--- config.mk ---
export PLATFORM = sky130hd
export DESIGN_NAME = run_controller
export DESIGN_NICKNAME = d
export VERILOG_FILES = /design/src/rtl/run_controller.sv
export SDC_FILE = /design/constraint.sdc
export NUM_CORES = 1
export LEC_CHECK = 0
export CORE_ASPECT_RATIO = 1.5
export CORE_MARGIN = 3
export CORE_UTILIZATION = 40
export CTS_CLUSTER_DIAMETER = 100
export DETAILED_ROUTE_END_ITERATION = 7
export GPL_TIMING_DRIVEN = 0
export PLACE_DENSITY = 0.7
export SKIP_CTS_REPAIR_TIMING = 1
export SLEW_MARGIN = 25
export SYNTH_ARGS = -nofsm -noshare
export SYNTH_HDL_FRONTEND = slang
export SYNTH_SLANG_ARGS = --single-unit
export TNS_END_PERCENT = 100
--- constraint.sdc ---
create_clock -name clock -period 2.2 [get_ports clock]
set_input_delay 0.44 -clock clock [delete_from_list [all_inputs] [get_ports clock]]
set_output_delay 0.44 -clock clock [all_outputs]
set_load 0.01 [all_outputs]
--- src/rtl/run_controller.sv ---
// Bring-up run sequencer: holds the core in reset for a programmed time, then
// watches the zero flag for a stable halt (PASS) or a cycle timeout (FAIL).
module run_controller #(
  parameter int unsigned CNT_W          = 16,
  parameter int unsigned RESET_CYCLES   = 20,
  parameter int unsigned TIMEOUT_CYCLES = 300,
  parameter int unsigned HALT_STABLE    = 4
) (
  input  logic             clock,
  input  logic             reset,
  input  logic             start,
  input  logic             clear,
  input  logic             zero_in,
  output logic             core_reset,
  output logic             running,
  output logic             done,
  output logic             timeout,
  output logic [CNT_W-1:0] cycle_count
);

  localparam logic [CNT_W-1:0] HOLD_LAST    = CNT_W'(RESET_CYCLES - 1);
  localparam logic [CNT_W-1:0] TIMEOUT_LAST = CNT_W'(TIMEOUT_CYCLES - 1);
  localparam logic [CNT_W-1:0] HALT_LAST    = CNT_W'(HALT_STABLE - 1);
  localparam logic [CNT_W-1:0] CNT_ONE      = CNT_W'(1);

  typedef enum logic [2:0] {
    ST_IDLE       = 3'd0,
    ST_RESET_HOLD = 3'd1,
    ST_RUN        = 3'd2,
    ST_PASS       = 3'd3,
    ST_FAIL       = 3'd4
  } state_e;

  state_e           state_q;
  logic [CNT_W-1:0] hold_q;
  logic [CNT_W-1:0] halt_q;
  logic [CNT_W-1:0] cycle_q;
  logic             core_reset_q;
  logic             running_q;
  logic             done_q;
  logic             timeout_q;

  logic pass_hit_c;
  logic tout_hit_c;

  // PASS takes priority over timeout when both land on the same edge.
  assign pass_hit_c = zero_in && (halt_q == HALT_LAST);
  assign tout_hit_c = (cycle_q == TIMEOUT_LAST);

  always_ff @(posedge clock or posedge reset) begin
    if (reset) begin
      state_q      <= ST_IDLE;
      hold_q       <= '0;
      halt_q       <= '0;
      cycle_q      <= '0;
      core_reset_q <= 1'b1;
      running_q    <= 1'b0;
      done_q       <= 1'b0;
      timeout_q    <= 1'b0;
    end else begin
      case (state_q)
        ST_IDLE: begin
          if (start) begin
            state_q <= ST_RESET_HOLD;
            hold_q  <= '0;
            cycle_q <= '0;
          end
        end

        ST_RESET_HOLD: begin
          hold_q <= hold_q + CNT_ONE;
          if (hold_q == HOLD_LAST) begin
            state_q      <= ST_RUN;
            cycle_q      <= '0;
            halt_q       <= '0;
            core_reset_q <= 1'b0;
            running_q    <= 1'b1;
          end
        end

        ST_RUN: begin
          cycle_q <= cycle_q + CNT_ONE;
          halt_q  <= zero_in ? (halt_q + CNT_ONE) : '0;
          if (pass_hit_c) begin
            state_q   <= ST_PASS;
            running_q <= 1'b0;
            done_q    <= 1'b1;
          end else if (tout_hit_c) begin
            state_q   <= ST_FAIL;
            running_q <= 1'b0;
            timeout_q <= 1'b1;
          end
        end

        ST_PASS, ST_FAIL: begin
          // Re-run restarts the full reset sequence; start beats clear.
          if (start) begin
            state_q      <= ST_RESET_HOLD;
            hold_q       <= '0;
            cycle_q      <= '0;
            core_reset_q <= 1'b1;
            done_q       <= 1'b0;
            timeout_q    <= 1'b0;
          end else if (clear) begin
            state_q      <= ST_IDLE;
            core_reset_q <= 1'b1;
            done_q       <= 1'b0;
            timeout_q    <= 1'b0;
          end
        end

        default: begin
          state_q      <= ST_IDLE;
          core_reset_q <= 1'b1;
          running_q    <= 1'b0;
          done_q       <= 1'b0;
          timeout_q    <= 1'b0;
        end
      endcase
    end
  end

  assign core_reset  = core_reset_q;
  assign running     = running_q;
  assign done        = done_q;
  assign timeout     = timeout_q;
  assign cycle_count = cycle_q;

endmodule

==> impl_metrics.sql <==
INSERT INTO impl_metrics (metric_group, metric, value, unit) VALUES
('die', 'die_height', '115', 'um'),
('logic_synthesis', 'synth_top_cell_area_share', '0.430', ''),
('logic_synthesis', 'synth-async-reset-ratio', '1.00', ''),
('job', 'max_cap_viol_count', '0', ''),
('cells_and_area', 'layout-drive-gt1-share', '0.105', ''),
('timing', 'final_max_slew_viol_count', '0', ''),
('cells_and_area', 'layout.cells.non_filler', '483', ''),
('cells_and_area', 'design.final.nets', '388', ''),
('logic_synthesis', 'synth.largest_area_cell', 'sky130_fd_sc_hd__dfrtp_1', ''),
('worst_setup_path', 'setup.worst_path.class', 'register to register', ''),
('placement', 'portBuffers', '24', ''),
('power_and_ir_drop', 'report.power.total', '2.57', 'mW'),
('die', 'start_util', '0.413', ''),
('die', 'fp.coreArea', '0.00761', 'mm^2'),
('die', 'placement_rows', '39', ''),
('logic_synthesis', 'yosysUniqueCellTypes', '53', ''),
('clock_tree', 'clock_latency', '0.29', 'ns'),
('global_route', 'grt_util_all_layers', '0.170', ''),
('die', 'io_pins', '25', ''),
('cells_and_area', 'area_growth_syn_to_layout', '18.3', '%'),
('power_and_ir_drop', 'vdd.ir_drop.worst', '0.000511', 'V'),
('logic_synthesis', 'postSynthAreaPerCell', '9.04', 'um^2'),
('clock_tree', 'cts_max_path_buffers', '2', ''),
('timing', 'slew_margin_rel', '0.632', ''),
('logic_synthesis', 'yosysSeqAreaShare', '0.438', ''),
('timing', 'final-hold-violation-count', '0', ''),
('cells_and_area', 'post-route-util', '0.489', ''),
('clock_tree', 'root_buffer', 'sky130_fd_sc_hd__clkbuf_16', ''),
('timing', 'worst_slew_pin_slew', '0.547', 'ns'),
('timing', 'final.hold.worst_slack', '0.446', 'ns'),
('placement', 'gp_routability_congestion', '0.877', ''),
('cells_and_area', 'storage_element_area', '0.00138', 'mm^2'),
('status', 'status', 'finished clean', ''),
('min_path', 'hold_path_class', 'primary input to async pin', ''),
('route', 'average_wire_per_standard_cell', '15.2', 'um'),
('clock_tree', 'cts_max_level', '2', ''),
('route', 'drc', '0', ''),
('cells_and_area', 'num_antenna_cells', '0', ''),
('timing', 'rsz0062_at_grt', 'false', ''),
('logic_synthesis', 'synth.area.top_cells', 'sky130_fd_sc_hd__dfrtp_1, sky130_fd_sc_hd__o21ai_0, sky130_fd_sc_hd__nand4_1, sky130_fd_sc_hd__nor2_1, sky130_fd_sc_hd__nand2_1', ''),
('die', 'fp.dieArea', '0.00898', 'mm^2'),
('logic_synthesis', 'synth_edf_count', '0', ''),
('global_route', 'grt_max_degree', '37', ''),
('timing', 'period_needed', '2.05', 'ns'),
('logic_synthesis', 'synth_ff_type', 'sky130_fd_sc_hd__dfrtp_1', ''),
('clock_tree', 'cts_num_sinks', '55', ''),
('global_route', 'grt_first_pass_wirelength', '12600', 'um'),
('timing', 'finalCritPeriodShare', '0.932', ''),
('worst_setup_path', 'path_max_fanout', '10', ''),
('global_route', 'via_count_of_the_first_global_routing_pass', '2656', ''),
('route', 'detail-route-antenna-nets', '0', ''),
('global_route', 'initial_antenna_violation_count', '0', ''),
('route', 'drt_iter0_markers', '236', ''),
('clock_tree', 'worst_path_clk_slew', '0.07', 'ns'),
('clock_tree', 'cts_inserted_buffers', '5', ''),
('route', 'detailroute.via_count', '2799', ''),
('power_and_ir_drop', 'power.static_leakage', '1.53', 'nW'),
('power_and_ir_drop', 'power_per_cell_area', '690', 'mW/mm^2'),
('timing', 'clock_skew', '0.00630', 'ns'),
('global_route', 'grt_overflow', '0', ''),
('timing', 'max_freq', '0.488', 'GHz'),
('worst_setup_path', 'crit_arrival', '2.25', 'ns'),
('worst_setup_path', 'crit_path_start_kind', 'register', ''),
('clock_tree', 'tritoncts', 'built', ''),
('worst_setup_path', 'crit_path_end_kind', 'register', ''),
('logic_synthesis', 'yosys_warnings', '0', ''),
('logic_synthesis', 'synth.ff_latch_count', '55', ''),
('placement', 'post-place-cells', '475', ''),
('die', 'die-width', '78.4', 'um'),
('logic_synthesis', 'mappedNetlistArea', '0.00314', 'mm^2'),
('logic_synthesis', 'synth.net_count', '356', ''),
('route', 'totalWireLength', '7350', 'um'),
('worst_setup_path', 'r2r.worst_path.cells', '8', ''),
('cells_and_area', 'area_occupied_by_multi_input_gates', '0.00165', 'mm^2'),
('placement', 'dp_hpwl', '5210', 'um'),
('route', 'viasPerCell', '5.80', ''),
('timing', 'setup_tns', '0', 'ns'),
('timing', 'finalSetupViolations', '0', ''),
('worst_setup_path', 'worstPathRequired', '2.40', 'ns'),
('route', 'detail_route.first_pass.iterations', '4', ''),
('logic_synthesis', 'postSynthCellCount', '348', ''),
('cells_and_area', 'fillCellCount', '742', '');
[layout make-up]
| cell class | instances | share of cell area |
|---|---|---|
| sequential | 55 | 0.370 |
| tap | 102 | 0.0343 |
| timing repair buffer | 25 | 0.0700 |
| buffer | 16 | 0.0266 |
| inverter | 7 | 0.00774 |
| clock inverter | 2 | 0.00942 |
| multi-input combinational | 270 | 0.444 |
| clock buffer | 6 | 0.0373 |
[sequential cells by signal, summed over array words and instances, names as in the netlist]
signal,cells
running,1
done,1
state_q,3
cycle_count,16
timeout,1
hold_q,16
core_reset,1
halt_q,16
[layer usage]
| metal | vias up | GRT usage | wire length [um] |
|---|---|---|---|
| li1 | 1350 | - | - |
| met1 | 1379 | 0.214 | 3200 |
| met2 | 60 | 0.301 | 3780 |
| met3 | 10 | 0.0197 | 241 |
| met4 | 0 | 0.0572 | 132 |
| met5 | - | 0 | 0 |
[layout by cell type (no fill, tap or decap), types with 4 or more instances in the layout]
master and instances:
sky130_fd_sc_hd__o21ai_0 44, sky130_fd_sc_hd__dfrtp_1 54, sky130_fd_sc_hd__nor4_1 7, sky130_fd_sc_hd__nand3_1 17
sky130_fd_sc_hd__clkbuf_1 4, sky130_fd_sc_hd__nor4b_1 4, sky130_fd_sc_hd__clkbuf_16 5, sky130_fd_sc_hd__nand4_1 22
sky130_fd_sc_hd__a21oi_1 10, sky130_fd_sc_hd__nor2_1 33, sky130_fd_sc_hd__nor3_1 8, sky130_fd_sc_hd__buf_2 6
sky130_fd_sc_hd__a22o_1 5, sky130_fd_sc_hd__o31ai_1 4, sky130_fd_sc_hd__clkdlybuf4s50_1 24, sky130_fd_sc_hd__inv_1 6
sky130_fd_sc_hd__and3_1 5, sky130_fd_sc_hd__nand2_1 32, sky130_fd_sc_hd__a31oi_1 15, sky130_fd_sc_hd__xnor2_1 5
sky130_fd_sc_hd__o21a_1 4, sky130_fd_sc_hd__xor2_1 9
[cells in the mapped netlist, types with 2 or more instances]
master / count
sky130_fd_sc_hd__dfrtp_1: 54
sky130_fd_sc_hd__o21ai_0: 44
sky130_fd_sc_hd__nor2_1: 33
sky130_fd_sc_hd__nand2_1: 32
sky130_fd_sc_hd__nand4_1: 22
sky130_fd_sc_hd__nand3_1: 17
sky130_fd_sc_hd__a31oi_1: 15
sky130_fd_sc_hd__a21oi_1: 10
sky130_fd_sc_hd__xor2_1: 9
sky130_fd_sc_hd__nor3_1: 8
sky130_fd_sc_hd__nor4_1: 8
sky130_fd_sc_hd__inv_1: 7
sky130_fd_sc_hd__buf_2: 6
sky130_fd_sc_hd__a22o_1: 5
sky130_fd_sc_hd__and3_1: 5
sky130_fd_sc_hd__xnor2_1: 5
sky130_fd_sc_hd__clkbuf_1: 4
sky130_fd_sc_hd__nor4b_1: 4
sky130_fd_sc_hd__o21a_1: 4
sky130_fd_sc_hd__o31ai_1: 4
sky130_fd_sc_hd__and2_1: 3
sky130_fd_sc_hd__and4_1: 3
sky130_fd_sc_hd__buf_6: 3
sky130_fd_sc_hd__ha_1: 3
sky130_fd_sc_hd__nand2b_1: 3
sky130_fd_sc_hd__nor2b_1: 3
sky130_fd_sc_hd__nor3b_1: 3
sky130_fd_sc_hd__buf_4: 2
sky130_fd_sc_hd__mux2_2: 2
sky130_fd_sc_hd__nor4b_2: 2
sky130_fd_sc_hd__o211ai_1: 2
sky130_fd_sc_hd__or3_1: 2
[kinds of logic after synthesis]
kind of cell               Yosys count  synth area share
xor gates and xnor gates            14            0.0390
and+or+nand+nor                    159             0.283
AOI/OAI and AO/OA                   92             0.181
adders and majority gates            3            0.0119
muxes                                2           0.00716
DFF                                 55             0.438
buffers and inverters               23            0.0398
[power by group]
group	switching, mW	internal (mW)
clock network	0.353	0.567
registers	0.0828	1.07
logic	0.288	0.206
[final timing paths]
kind	startpoint	end	slack [ns]
max	hold_q[0]	cycle_count[5]	0.15
min	reset	cycle_count[6]	0.45
max reg2reg	hold_q[0]	cycle_count[5]	0.15
min reg2reg	core_reset	core_reset	0.46
max in group asynchronous	reset	core_reset	1.23
min in group clock	core_reset	core_reset	0.46
[critical path, stage by stage (launching register included)]
cell,delay (ns)
sky130_fd_sc_hd__dfrtp_1,0.44
sky130_fd_sc_hd__ha_1,0.22
sky130_fd_sc_hd__clkbuf_2,0.17
sky130_fd_sc_hd__nor3b_2,0.18
sky130_fd_sc_hd__and4_2,0.29
sky130_fd_sc_hd__a211oi_4,0.30
sky130_fd_sc_hd__buf_6,0.19
sky130_fd_sc_hd__o21ai_0,0.10
sky130_fd_sc_hd__o31ai_1,0.08
[per-stage QoR]
stage               instance area (um^2)  setup slack (ns)
floorplan                           3140             0.367
global placement                    3510            -0.632
detailed placement                  3530           -0.0208
CTS                                 3710             0.108
global route                        3720           0.00634
finish                              3720             0.150
No activity file was read; power rests on OpenSTA's default activity.
==> edit (config.mk and constraints unchanged) <==
Register the output `cycle_count` once more, without a reset; this adds one clock of latency there. The other outputs are not delayed to match.
--- a/src/rtl/run_controller.sv
+++ b/src/rtl/run_controller.sv
@@ -125,5 +125,7 @@
   assign done        = done_q;
   assign timeout     = timeout_q;
-  assign cycle_count = cycle_q;
+  always_ff @(posedge clock) begin
+    cycle_count <= cycle_q;
+  end
 
 endmodule
Formal check against the unedited RTL: no difference found for any inputs over 10 cycles, from zero or initial values and one cycle with reset high; that may be too few to reach the edited logic, so the function may still have changed.
==> edit against the original RTL <==
Cell area increased by 14%; setup slack improved by 52 ps; non-clock buffer count unchanged; combinational power increased by 22%; critical path type unchanged; sequential cell count increased by 16; routed wire length increased by 2.3%; critical endpoint is now cycle_q[2]; area after synthesis increased by 11%; total power increased by 45%; critical path depth unchanged; highest routed layer unchanged; die area increased by 11%; largest cell class is now flip-flops and latches; global-route usage increased by 0.14 points.
==> edit: results (changes against the original RTL) <==
metric;value;unit;change
outcome;finished clean;;
pre-CTS WS;-38.22;ps;-17.38 ps
pin count of the biggest net entering global routing;30;;-19%
area fraction in compound gates after synthesis;0.1574;;-0.02409
Critical Path Max Stage Delay;420;ps;-20 ps
worst hold slack after final layout;377.1;ps;-68.61 ps
CTS clock-pin slew for the worst setup and hold paths;50;ps;-20 ps
leading cell types by count after synthesis;sky130_fd_sc_hd__dfrtp_1, sky130_fd_sc_hd__nor2_1, sky130_fd_sc_hd__nand2_1;;
Final Wtd Congestion;0.8404;;-4.2%
vias in the first global route;2714;;+2.2%
launch point of the worst reg-to-reg path;hold_q[0];;
Synth cell types;65;;+23%
capture instance of the worst register-to-register path;cycle_q[2];;
clock latency on the worst-skew pair;330;ps;+40 ps
sequential share of the synthesized area;0.4853;;+0.04721
synthesized netlist cell count;360;;+3.4%
Detailed Route Iter0 Violations;162;;-31%
multiplexer area fraction after synthesis;0.01180;;+0.004640
fill count;789;;+6.3%
wire length of the first global-routing pass;13010;um;+3.3%
Post-Synth Adder-Cell Area;0.01073;;-0.001208
# placed instances;492;;+3.6%
share of async-settable or async-resettable flops after synthesis;0.7746;;-0.2254
share of total power consumed by net switching;0.2601;;-0.02201
HP Class;flop to flop;;
DP HPWL;5331;um;+2.3%
number of clock buffers inserted by TritonCTS;9;;+4
top post-synthesis cells by area;sky130_fd_sc_hd__dfrtp_1, sky130_fd_sc_hd__dfxtp_1, sky130_fd_sc_hd__nor2_1, sky130_fd_sc_hd__nand2_1, sky130_fd_sc_hd__o21ai_0;;
share of cells above drive strength 1;0.1318;;+0.02685
setup slack of the most critical reg-to-reg path;200;ps;+50 ps
measured slew at the worst slew-check pin;582.5;ps;+35.76 ps
wire length per cell after detailed routing;14.76;um;-3.0%
Worst Clk Skew;5.180;ps;-1.119 ps
vias;2882;;+3.0%
final cell count without fillers;509;;+5.4%
IR drop worst, VDD;0.5627;mV;+10%
Worst path slowest cell;sky130_fd_sc_hd__dfrtp_1;;
Post-DP Area;0.003895;mm2;+10%
leakage power;1.807;nW;+18%
global routing usage summed across all routing layers;0.1716;;+0.001401
critical path data arrival time;2200;ps;-50 ps
area share of xor/xnor cells in the synthesized design;0.03755;;-0.001444
number of nets in the layout;405;;+4.4%
largest driver fanout on the critical path;10;;unchanged
CTS HTree Levels;3;;+1
Syn Nets;368;;+3.4%
-- edit: power groups by stage --
| stage | Sequential (mW) | Clock, mW | Combinational, mW |
|---|---|---|---|
| 6_report | 1.50 | 1.63 | 0.601 |
| 5_1_grt | 1.51 | 1.74 | 0.673 |
| 4_1_cts | 1.50 | 1.67 | 0.605 |
| 3_5_place_dp | 1.52 | 0 | 0.599 |
| 3_3_place_gp | 1.51 | 0 | 0.578 |
| 2_1_floorplan | 1.50 | 0 | 0.414 |
-- edit: cell type report --
cell class | count | area [um2] | area share
Buffer | 15 | 111.4 | 0.02622
Tap cell | 107 | 133.9 | 0.03152
Multi-Input combinational cell | 266 | 1665 | 0.3920
Clock buffer | 10 | 229.0 | 0.05390
Inverter | 8 | 32.53 | 0.007658
Clock inverter | 6 | 110.1 | 0.02592
Timing Repair Buffer | 26 | 267.8 | 0.06303
Sequential cell | 71 | 1698 | 0.3997
-- edit: kinds of logic after synthesis --
group | count (synthesis)
and+or+nand+nor | 159
AOI/OAI and AO/OA | 85
DFF | 71
buffers and inverters | 23
xor gates and xnor gates | 15
muxes | 4
adders and majority gates | 3
-- edit: how the worst max path moves through the flow --
| stage | start | to | slack, ps | cells past startpoint |
|---|---|---|---|---|
| after floorplan | reset | cycle_q[0] | 420 | 1 |
| after global placement | reset | hold_q[10] | -650 | 2 |
| after detailed placement | zero_in | state_q[2] | -40 | 5 |
| after CTS | hold_q[0] | halt_q[7] | 100 | 6 |
| after global routing | hold_q[1] | cycle_q[2] | 60 | 8 |
| final | hold_q[0] | cycle_q[2] | 200 | 8 |
-- edit: per-layer routing --
layer	vias to the layer above	wire, um	GRT usage
li1	1390	-	-
met1	1403	3319	0.2140
met2	72	3710	0.2646
met3	17	281	0.05365
met4	0	202	0.08212
met5	-	0	0
